**src/rtl/ftdi_fifo_pkg.sv**
```systemverilog
// Shared state encodings and default timing for the FT245 FIFO controller.
// The state names are referenced hierarchically by benches and debug tools.
package ftdi_fifo_pkg;

    localparam int DEF_WR_BYTES   = 256;
    localparam int DEF_RD_LOW_CYC = 2;
    localparam int DEF_WR_LOW_CYC = 2;

    typedef enum logic [1:0] {
        ST_RDCTRL_IDLE    = 2'd0,
        ST_RDCTRL_LOW     = 2'd1,
        ST_RDCTRL_RECOVER = 2'd2
    } rd_state_e;

    typedef enum logic [2:0] {
        ST_WRCTRL_IDLE  = 3'd0,
        ST_WRCTRL_SETUP = 3'd1,
        ST_WRCTRL_LOW   = 3'd2,
        ST_WRCTRL_HOLD  = 3'd3,
        ST_WRCTRL_DONE  = 3'd4
    } wr_state_e;

endpackage

```
**src/rtl/ftdi_fifo_ctrl_if.sv**
```systemverilog
// FT245 pin bundle between the controller (master) and the pad buffer / host model (slave).
interface ftdi_fifo_ctrl_if;
    logic       iFIFO_RXF_n;
    logic       oFIFO_RD_n;
    logic [7:0] iFIFO_DATA;
    logic       iFIFO_TXE_n;
    logic       oFIFO_WR_n;
    logic [7:0] oFIFO_DATA;
    logic       oFIFO_OE_n;

    modport master (
        input  iFIFO_RXF_n, iFIFO_DATA, iFIFO_TXE_n,
        output oFIFO_RD_n, oFIFO_WR_n, oFIFO_DATA, oFIFO_OE_n
    );

    modport slave (
        output iFIFO_RXF_n, iFIFO_DATA, iFIFO_TXE_n,
        input  oFIFO_RD_n, oFIFO_WR_n, oFIFO_DATA, oFIFO_OE_n
    );
endinterface

```
**src/rtl/ftdi_fifo_sync2.sv**
```systemverilog
// Two-flop synchronizer for the asynchronous FTDI status flags.
module ftdi_fifo_sync2 #(
    parameter logic RST_VAL = 1'b1
) (
    input  logic clk,
    input  logic rst,
    input  logic d,
    output logic q
);
    logic meta_q, sync_q;

    // Reset to the inactive level so nothing starts before the flag is really seen.
    always_ff @(posedge clk or posedge rst) begin
        if (rst) begin
            meta_q <= RST_VAL;
            sync_q <= RST_VAL;
        end else begin
            meta_q <= d;
            sync_q <= meta_q;
        end
    end

    assign q = sync_q;
endmodule

```
**src/rtl/ftdi_fifo_ctrl.sv**
```systemverilog
// FT245 link tester: streams an incrementing byte pattern to the host and
// verifies that host bytes arrive as a contiguous incrementing sequence.
module ftdi_fifo_ctrl
    import ftdi_fifo_pkg::*;
#(
    parameter int WR_BYTES   = DEF_WR_BYTES,
    parameter int RD_LOW_CYC = DEF_RD_LOW_CYC,
    parameter int WR_LOW_CYC = DEF_WR_LOW_CYC
) (
    input  logic             clk,
    input  logic             rst,
    ftdi_fifo_ctrl_if.master bus,
    output logic             oRD_VERIFY_NG
);
    localparam int CNT_W = $clog2(WR_BYTES + 1);
    localparam int CYC_W = 8;

    logic rxf_n_s, txe_n_s;

    rd_state_e rd_ctrl_state_q, rd_ctrl_state_d, rd_ctrl_state;
    wr_state_e wr_ctrl_state_q, wr_ctrl_state_d, wr_ctrl_state;
    logic [CYC_W-1:0] rd_cyc_q, rd_cyc_d, wr_cyc_q, wr_cyc_d;
    logic [CNT_W-1:0] wr_cnt_q, wr_cnt_d;
    logic [7:0]       rd_expect_q, rd_expect_d, data_q, data_d;
    logic rd_n_q, rd_n_d, wr_n_q, wr_n_d, oe_n_q, oe_n_d, ng_q, ng_d;
    logic bus_free, rd_req, wr_req;

    ftdi_fifo_sync2 u_sync_rxf (.clk(clk), .rst(rst), .d(bus.iFIFO_RXF_n), .q(rxf_n_s));
    ftdi_fifo_sync2 u_sync_txe (.clk(clk), .rst(rst), .d(bus.iFIFO_TXE_n), .q(txe_n_s));

    assign rd_ctrl_state = rd_ctrl_state_q;
    assign wr_ctrl_state = wr_ctrl_state_q;

    // Read wins whenever RXF is pending, so a write may only start when it is not.
    assign bus_free = (wr_ctrl_state == ST_WRCTRL_IDLE) || (wr_ctrl_state == ST_WRCTRL_DONE);
    assign rd_req   = !rxf_n_s && bus_free;
    assign wr_req   = (wr_cnt_q < CNT_W'(WR_BYTES)) && !txe_n_s && rxf_n_s &&
                      (rd_ctrl_state == ST_RDCTRL_IDLE);

    always_comb begin
        rd_ctrl_state_d = rd_ctrl_state_q;
        rd_cyc_d        = rd_cyc_q;
        rd_expect_d     = rd_expect_q;
        ng_d            = ng_q;
        case (rd_ctrl_state_q)
            ST_RDCTRL_IDLE: if (rd_req) begin
                rd_ctrl_state_d = ST_RDCTRL_LOW;
                rd_cyc_d        = '0;
            end
            ST_RDCTRL_LOW: if (rd_cyc_q == CYC_W'(RD_LOW_CYC - 1)) begin
                ng_d            = ng_q | (bus.iFIFO_DATA != rd_expect_q);
                rd_expect_d     = bus.iFIFO_DATA + 8'd1;
                rd_ctrl_state_d = ST_RDCTRL_RECOVER;
                rd_cyc_d        = '0;
            end else begin
                rd_cyc_d = rd_cyc_q + CYC_W'(1);
            end
            ST_RDCTRL_RECOVER: if (rxf_n_s || rd_cyc_q == CYC_W'(1)) begin
                rd_ctrl_state_d = ST_RDCTRL_IDLE;
            end else begin
                rd_cyc_d = rd_cyc_q + CYC_W'(1);
            end
            default: rd_ctrl_state_d = ST_RDCTRL_IDLE;
        endcase
    end

    always_comb begin
        wr_ctrl_state_d = wr_ctrl_state_q;
        wr_cyc_d        = wr_cyc_q;
        wr_cnt_d        = wr_cnt_q;
        case (wr_ctrl_state_q)
            ST_WRCTRL_IDLE:  if (wr_req) wr_ctrl_state_d = ST_WRCTRL_SETUP;
            ST_WRCTRL_SETUP: begin
                wr_ctrl_state_d = ST_WRCTRL_LOW;
                wr_cyc_d        = '0;
            end
            ST_WRCTRL_LOW: if (wr_cyc_q == CYC_W'(WR_LOW_CYC - 1)) begin
                wr_ctrl_state_d = ST_WRCTRL_HOLD;
            end else begin
                wr_cyc_d = wr_cyc_q + CYC_W'(1);
            end
            ST_WRCTRL_HOLD: begin
                wr_cnt_d        = wr_cnt_q + CNT_W'(1);
                wr_ctrl_state_d = (wr_cnt_d == CNT_W'(WR_BYTES)) ? ST_WRCTRL_DONE : ST_WRCTRL_IDLE;
            end
            ST_WRCTRL_DONE:  wr_ctrl_state_d = ST_WRCTRL_DONE;
            default:         wr_ctrl_state_d = ST_WRCTRL_IDLE;
        endcase
    end

    // Pin values are decoded from next state so every output comes straight off a flop.
    always_comb begin
        rd_n_d = (rd_ctrl_state_d != ST_RDCTRL_LOW);
        wr_n_d = (wr_ctrl_state_d != ST_WRCTRL_LOW);
        oe_n_d = !(wr_ctrl_state_d inside {ST_WRCTRL_SETUP, ST_WRCTRL_LOW, ST_WRCTRL_HOLD});
        data_d = (wr_ctrl_state_d == ST_WRCTRL_SETUP) ? 8'(wr_cnt_q) : data_q;
    end

    always_ff @(posedge clk or posedge rst) begin
        if (rst) begin
            rd_ctrl_state_q <= ST_RDCTRL_IDLE;
            wr_ctrl_state_q <= ST_WRCTRL_IDLE;
            rd_cyc_q        <= '0;
            wr_cyc_q        <= '0;
            wr_cnt_q        <= '0;
            rd_expect_q     <= 8'h00;
            data_q          <= 8'h00;
            rd_n_q          <= 1'b1;
            wr_n_q          <= 1'b1;
            oe_n_q          <= 1'b1;
            ng_q            <= 1'b0;
        end else begin
            rd_ctrl_state_q <= rd_ctrl_state_d;
            wr_ctrl_state_q <= wr_ctrl_state_d;
            rd_cyc_q        <= rd_cyc_d;
            wr_cyc_q        <= wr_cyc_d;
            wr_cnt_q        <= wr_cnt_d;
            rd_expect_q     <= rd_expect_d;
            data_q          <= data_d;
            rd_n_q          <= rd_n_d;
            wr_n_q          <= wr_n_d;
            oe_n_q          <= oe_n_d;
            ng_q            <= ng_d;
        end
    end

    assign bus.oFIFO_RD_n = rd_n_q;
    assign bus.oFIFO_WR_n = wr_n_q;
    assign bus.oFIFO_OE_n = oe_n_q;
    assign bus.oFIFO_DATA = data_q;
    assign oRD_VERIFY_NG  = ng_q;
endmodule

```
**src/flat_wrapper.sv**
```systemverilog
// flat-port wrapper written by rule: the top's interface ports become plain ports
module ftdi_fifo_ctrl_flat import ftdi_fifo_pkg::*;
#(
    parameter int WR_BYTES   = DEF_WR_BYTES,
    parameter int RD_LOW_CYC = DEF_RD_LOW_CYC,
    parameter int WR_LOW_CYC = DEF_WR_LOW_CYC
)
  (clk, rst, oRD_VERIFY_NG, bus_iFIFO_RXF_n, bus_iFIFO_DATA, bus_iFIFO_TXE_n, bus_oFIFO_RD_n, bus_oFIFO_WR_n, bus_oFIFO_DATA, bus_oFIFO_OE_n);
  ftdi_fifo_ctrl_if bus_i ();
  input  logic clk;
  input  logic rst;
  output logic oRD_VERIFY_NG;
  input wire logic [$bits(bus_i.iFIFO_RXF_n)-1:0] bus_iFIFO_RXF_n;
  input wire logic [$bits(bus_i.iFIFO_DATA)-1:0] bus_iFIFO_DATA;
  input wire logic [$bits(bus_i.iFIFO_TXE_n)-1:0] bus_iFIFO_TXE_n;
  output wire logic [$bits(bus_i.oFIFO_RD_n)-1:0] bus_oFIFO_RD_n;
  output wire logic [$bits(bus_i.oFIFO_WR_n)-1:0] bus_oFIFO_WR_n;
  output wire logic [$bits(bus_i.oFIFO_DATA)-1:0] bus_oFIFO_DATA;
  output wire logic [$bits(bus_i.oFIFO_OE_n)-1:0] bus_oFIFO_OE_n;
  assign bus_i.iFIFO_RXF_n = bus_iFIFO_RXF_n;
  assign bus_i.iFIFO_DATA = bus_iFIFO_DATA;
  assign bus_i.iFIFO_TXE_n = bus_iFIFO_TXE_n;
  assign bus_oFIFO_RD_n = bus_i.oFIFO_RD_n;
  assign bus_oFIFO_WR_n = bus_i.oFIFO_WR_n;
  assign bus_oFIFO_DATA = bus_i.oFIFO_DATA;
  assign bus_oFIFO_OE_n = bus_i.oFIFO_OE_n;
  ftdi_fifo_ctrl #(.WR_BYTES(WR_BYTES), .RD_LOW_CYC(RD_LOW_CYC), .WR_LOW_CYC(WR_LOW_CYC)) u_core (.clk(clk), .rst(rst), .bus(bus_i), .oRD_VERIFY_NG(oRD_VERIFY_NG));
endmodule
```
**config.mk**
```make
export PLATFORM = sky130hd
export DESIGN_NAME = ftdi_fifo_ctrl_flat
export DESIGN_NICKNAME = d
export VERILOG_FILES = /design/src/rtl/ftdi_fifo_pkg.sv /design/src/rtl/ftdi_fifo_ctrl_if.sv /design/src/rtl/ftdi_fifo_sync2.sv /design/src/rtl/ftdi_fifo_ctrl.sv /design/src/flat_wrapper.sv
export SDC_FILE = /design/constraint.sdc
export NUM_CORES = 1
export LEC_CHECK = 0
export CORE_ASPECT_RATIO = 1.4
export CORE_MARGIN = 2
export CORE_UTILIZATION = 29
export DETAILED_ROUTE_END_ITERATION = 6
export PLACE_DENSITY = 0.44
export SLEW_MARGIN = 20
export SYNTH_ARGS = -nofsm -noshare
export SYNTH_HDL_FRONTEND = slang
export SYNTH_SLANG_ARGS = --single-unit
```
**constraint.sdc**
```tcl
create_clock -name clk -period 3.2 [get_ports clk]
set_clock_uncertainty 0.15 [all_clocks]
set_input_delay 0.32 -clock clk [delete_from_list [all_inputs] [get_ports clk]]
set_output_delay 0.32 -clock clk [all_outputs]
set_load 0.005 [all_outputs]
```
==> flow_metrics.py <==
metrics = {
    "run_status": {
        "status": "complete, no violations",
    },
    "floorplanning": {
        "die_h_um": 120,
        "num_rows": 42,
        "die-width_um": 86.6,
        "io_pins": 24,
        "initial_core_util_pct": 29.6,
        "die-area_sq_um": 10400,
        "design.core.area_sq_um": 9350,
    },
    "synthesis": {
        "synth_ff_type": "dfrtp_1",
        "synthCells": 255,
        "synth-seq-cells": 54,
        "ys_async_sr_fraction_pct": 100,
        "synth_nets": 277,
        "postSynthAreaPerCell_sq_um": 10.9,
        "synth_cell_types": 52,
        "seq_area_frac_synth_pct": 49.1,
        "synth_area_sq_um": 2770,
        "synth_edf_count": 0,
        "yosys_warnings": 0,
    },
    "grt": {
        "grt_pass1_wl_um": 9710,
        "track_usage_pct": 11.7,
        "grt_pass1_vias": 1980,
        "grt-ovfl-total": 0,
        "grt_max_degree": 30,
        "antenna_found_initial": 0,
    },
    "clock_network": {
        "cts_buffer_depth": 2,
        "htree_num_levels": 2,
        "clock_latency_ps": 300,
        "path_clk_slew_ps": 70,
        "clock-sinks": 54,
        "post_cts_resize_count": 0,
        "root_buffer": "clkbuf_16",
        "cts_tree": "done",
        "numCtsBuffers": 5,
        "cts_setup_buffers": 0,
        "cts-hold-fix-buffers": 0,
    },
    "drt": {
        "drt_iter0_markers": 110,
        "drc": 0,
        "finalWirelength_um": 5600,
        "avgViaCountPerCell": 5.01,
        "avgRoutedWirePerCell_um": 14.3,
        "routed-via-count": 1964,
        "dr.pass1.iters": 4,
        "drtAntennaViolNets": 0,
    },
    "power": {
        "ir_drop_uv": 269,
        "p_leak_nw": 1.37,
        "p_per_area_nw_per_um2": 678,
        "p_total_mw": 2.22,
    },
    "sta": {
        "tightest_slew_ps": 624,
        "hold_violations": 0,
        "drv_slew": 0,
        "max_slew_margin_pct": 58.3,
        "min_period_ps": 2270,
        "fin_crit_sh_pct": 71.0,
        "max_freq_mhz": 440,
        "setup_tns_ps": 0,
        "setup_viol": 0,
        "rsz0062_at_grt": "false",
    },
    "setup_path": {
        "crit_family": "compound AO/OA/AOI/OAI gates",
        "critPathLaunchType": "flop",
        "endpoint_kind": "flop",
        "cp_slowest_stage_delay_ps": 610,
        "critPathBufInv": 1,
        "required_ps": 3230,
        "crit_chain": "inv_1, ha_1, or4_1, o221ai_4, o221ai_1, a32o_1",
        "slowest_stage": "or4_1",
        "cp_data_arrival_time_ps": 2300,
        "path_max_fanout": 6,
        "crit_type": "reg2reg",
    },
    "layout": {
        "drive_gt1_share_pct": 13.5,
        "fill_cells": 984,
        "regArea_sq_um": 1360,
        "finish.instance_area_sq_um": 3270,
        "multi_input_area_sq_um": 1330,
        "syn_to_final_growth_pct": 18.1,
        "final_common_cell": "dfrtp_1",
        "n_antenna_cell": 0,
        "final_util_pct": 35.0,
        "final_cell_mix": "dfrtp_1, clkdlybuf4s50_1, nand2_1",
        "final_nets": 303,
    },
    "hold_path": {
        "hp-class": "reg2reg",
    },
    "placement": {
        "gp_congestion": 0.776,
        "hpwlAfterDp_um": 3940,
        "place_area_sq_um": 3130,
        "portBuffers": 23,
    },
    "flow_run": {
        "maxCapViolCount": 0,
    },
}
-- per-stage QoR --
stage	worst slack (ps)	hold slack, ps	instances
CTS	925	208	392
global route	812	215	392
finish	929	206	392
global placement	988	197	384
detailed placement	944	197	384
floorplan	1100	174	255
-- worst register-to-register path: cells and delay by family (launching register included) --
kind / cells / cell delay (ps)
buf+inv: 1 / 70
compound gates: 3 / 660
simple gates: 1 / 610
flops: 1 / 390
fa+ha+maj: 1 / 270
-- cell usage after synthesis (2+ instances only) --
cell type	instances	share of area, %
dfrtp_1	47	42
nand2_1	22	3.0
xor2_1	14	4.4
inv_1	13	1.8
nand3_1	12	2.2
nor2_1	12	1.6
xnor2_1	12	3.8
mux2_2	11	4.5
ha_1	10	4.5
o21ai_0	10	1.8
dfstp_2	7	6.6
nand4_1	6	1.4
nor4_1	6	1.4
o221ai_1	6	1.9
a21oi_1	5	0.90
and3_1	5	1.1
clkbuf_1	4	0.54
o2bb2ai_1	4	1.3
nand2b_1	3	0.68
o21ai_1	3	0.54
or4_1	3	0.81
a21o_1	2	0.54
a32o_1	2	0.72
and2_1	2	0.45
buf_2	2	0.36
nor2b_1	2	0.45
nor3_1	2	0.36
nor4b_1	2	0.63
o211ai_1	2	0.54
o31a_1	2	0.63
-- state kept, by name, indices dropped and copies added, names as in the netlist --
register and flops:
u_core.bus.oFIFO_DATA 8, u_core.bus.oFIFO_OE_n 1, u_core.bus.oFIFO_RD_n 1, u_core.bus.oFIFO_WR_n 1
u_core.oRD_VERIFY_NG 1, u_core.rd_ctrl_state 2, u_core.rd_cyc_q 8, u_core.rd_expect_q 8
u_core.u_sync_rxf.meta_q 1, u_core.u_sync_rxf.q 1, u_core.u_sync_txe.meta_q 1, u_core.u_sync_txe.q 1
u_core.wr_cnt_q 9, u_core.wr_ctrl_state 3, u_core.wr_cyc_q 8
-- cells by family (layout without fill, tap and decap cells) --
group                      Yosys count  after routing  share of synthesized area, %
AOI/OAI and AO/OA                   47             47                          13.0
buffers and inverters               20             47                          2.80
and+or+nand+nor                     86             86                          17.6
muxes                               12             12                          4.83
DFF                                 54             54                          49.1
xor gates and xnor gates            26             26                          8.22
adders and majority gates           10             10                          4.52
-- layer usage --
| layer | GRT usage [%] | up-vias | wire (um) | part of all wire, % |
|---|---|---|---|---|
| li1 | - | 972 | - | - |
| met1 | 15.0 | 969 | 2580 | 46 |
| met2 | 19.4 | 17 | 2820 | 50 |
| met3 | 2.61 | 6 | 127 | 2.3 |
| met4 | 3.52 | 0 | 78 | 1.4 |
| met5 | 0 | - | 0 | 0 |
-- worst paths after layout --
| path | start | to | slack, ps | cells after the start |
|---|---|---|---|---|
| min reg2reg | u_core.u_sync_txe.meta_q$_DFF_PP1_ | u_core.u_sync_txe.q$_DFF_PP1_ | 210 | 0 |
| max | u_core.rd_ctrl_state[0]$_DFF_PP0_ | u_core.rd_cyc_q[5]$_DFFE_PP0P_ | 930 | 6 |
| min | u_core.u_sync_txe.meta_q$_DFF_PP1_ | u_core.u_sync_txe.q$_DFF_PP1_ | 210 | 0 |
| max in group asynchronous | rst | u_core.u_sync_rxf.meta_q$_DFF_PP1_ | 1940 | 3 |
| min in group asynchronous | rst | u_core.wr_cyc_q[2]$_DFFE_PP0P_ | 280 | 2 |
| max reg2reg | u_core.rd_ctrl_state[0]$_DFF_PP0_ | u_core.rd_cyc_q[5]$_DFFE_PP0P_ | 930 | 6 |
-- area by class of cell --
cell class                 count  share of cell area, %
clock inverter                 2                  0.459
timing repair buffer          25                   7.50
clock buffer                   6                   3.94
multi-input combinational    181                   40.7
tap                          110                   4.21
inverter                      14                   1.61
sequential                    54                   41.6
-- power by group --
group | switching (mW) | internal [mW]
logic | 0.349 | 0.330
clock network | 0.255 | 0.291
registers | 0.144 | 0.849
No activity file was read; power rests on OpenSTA's default activity.
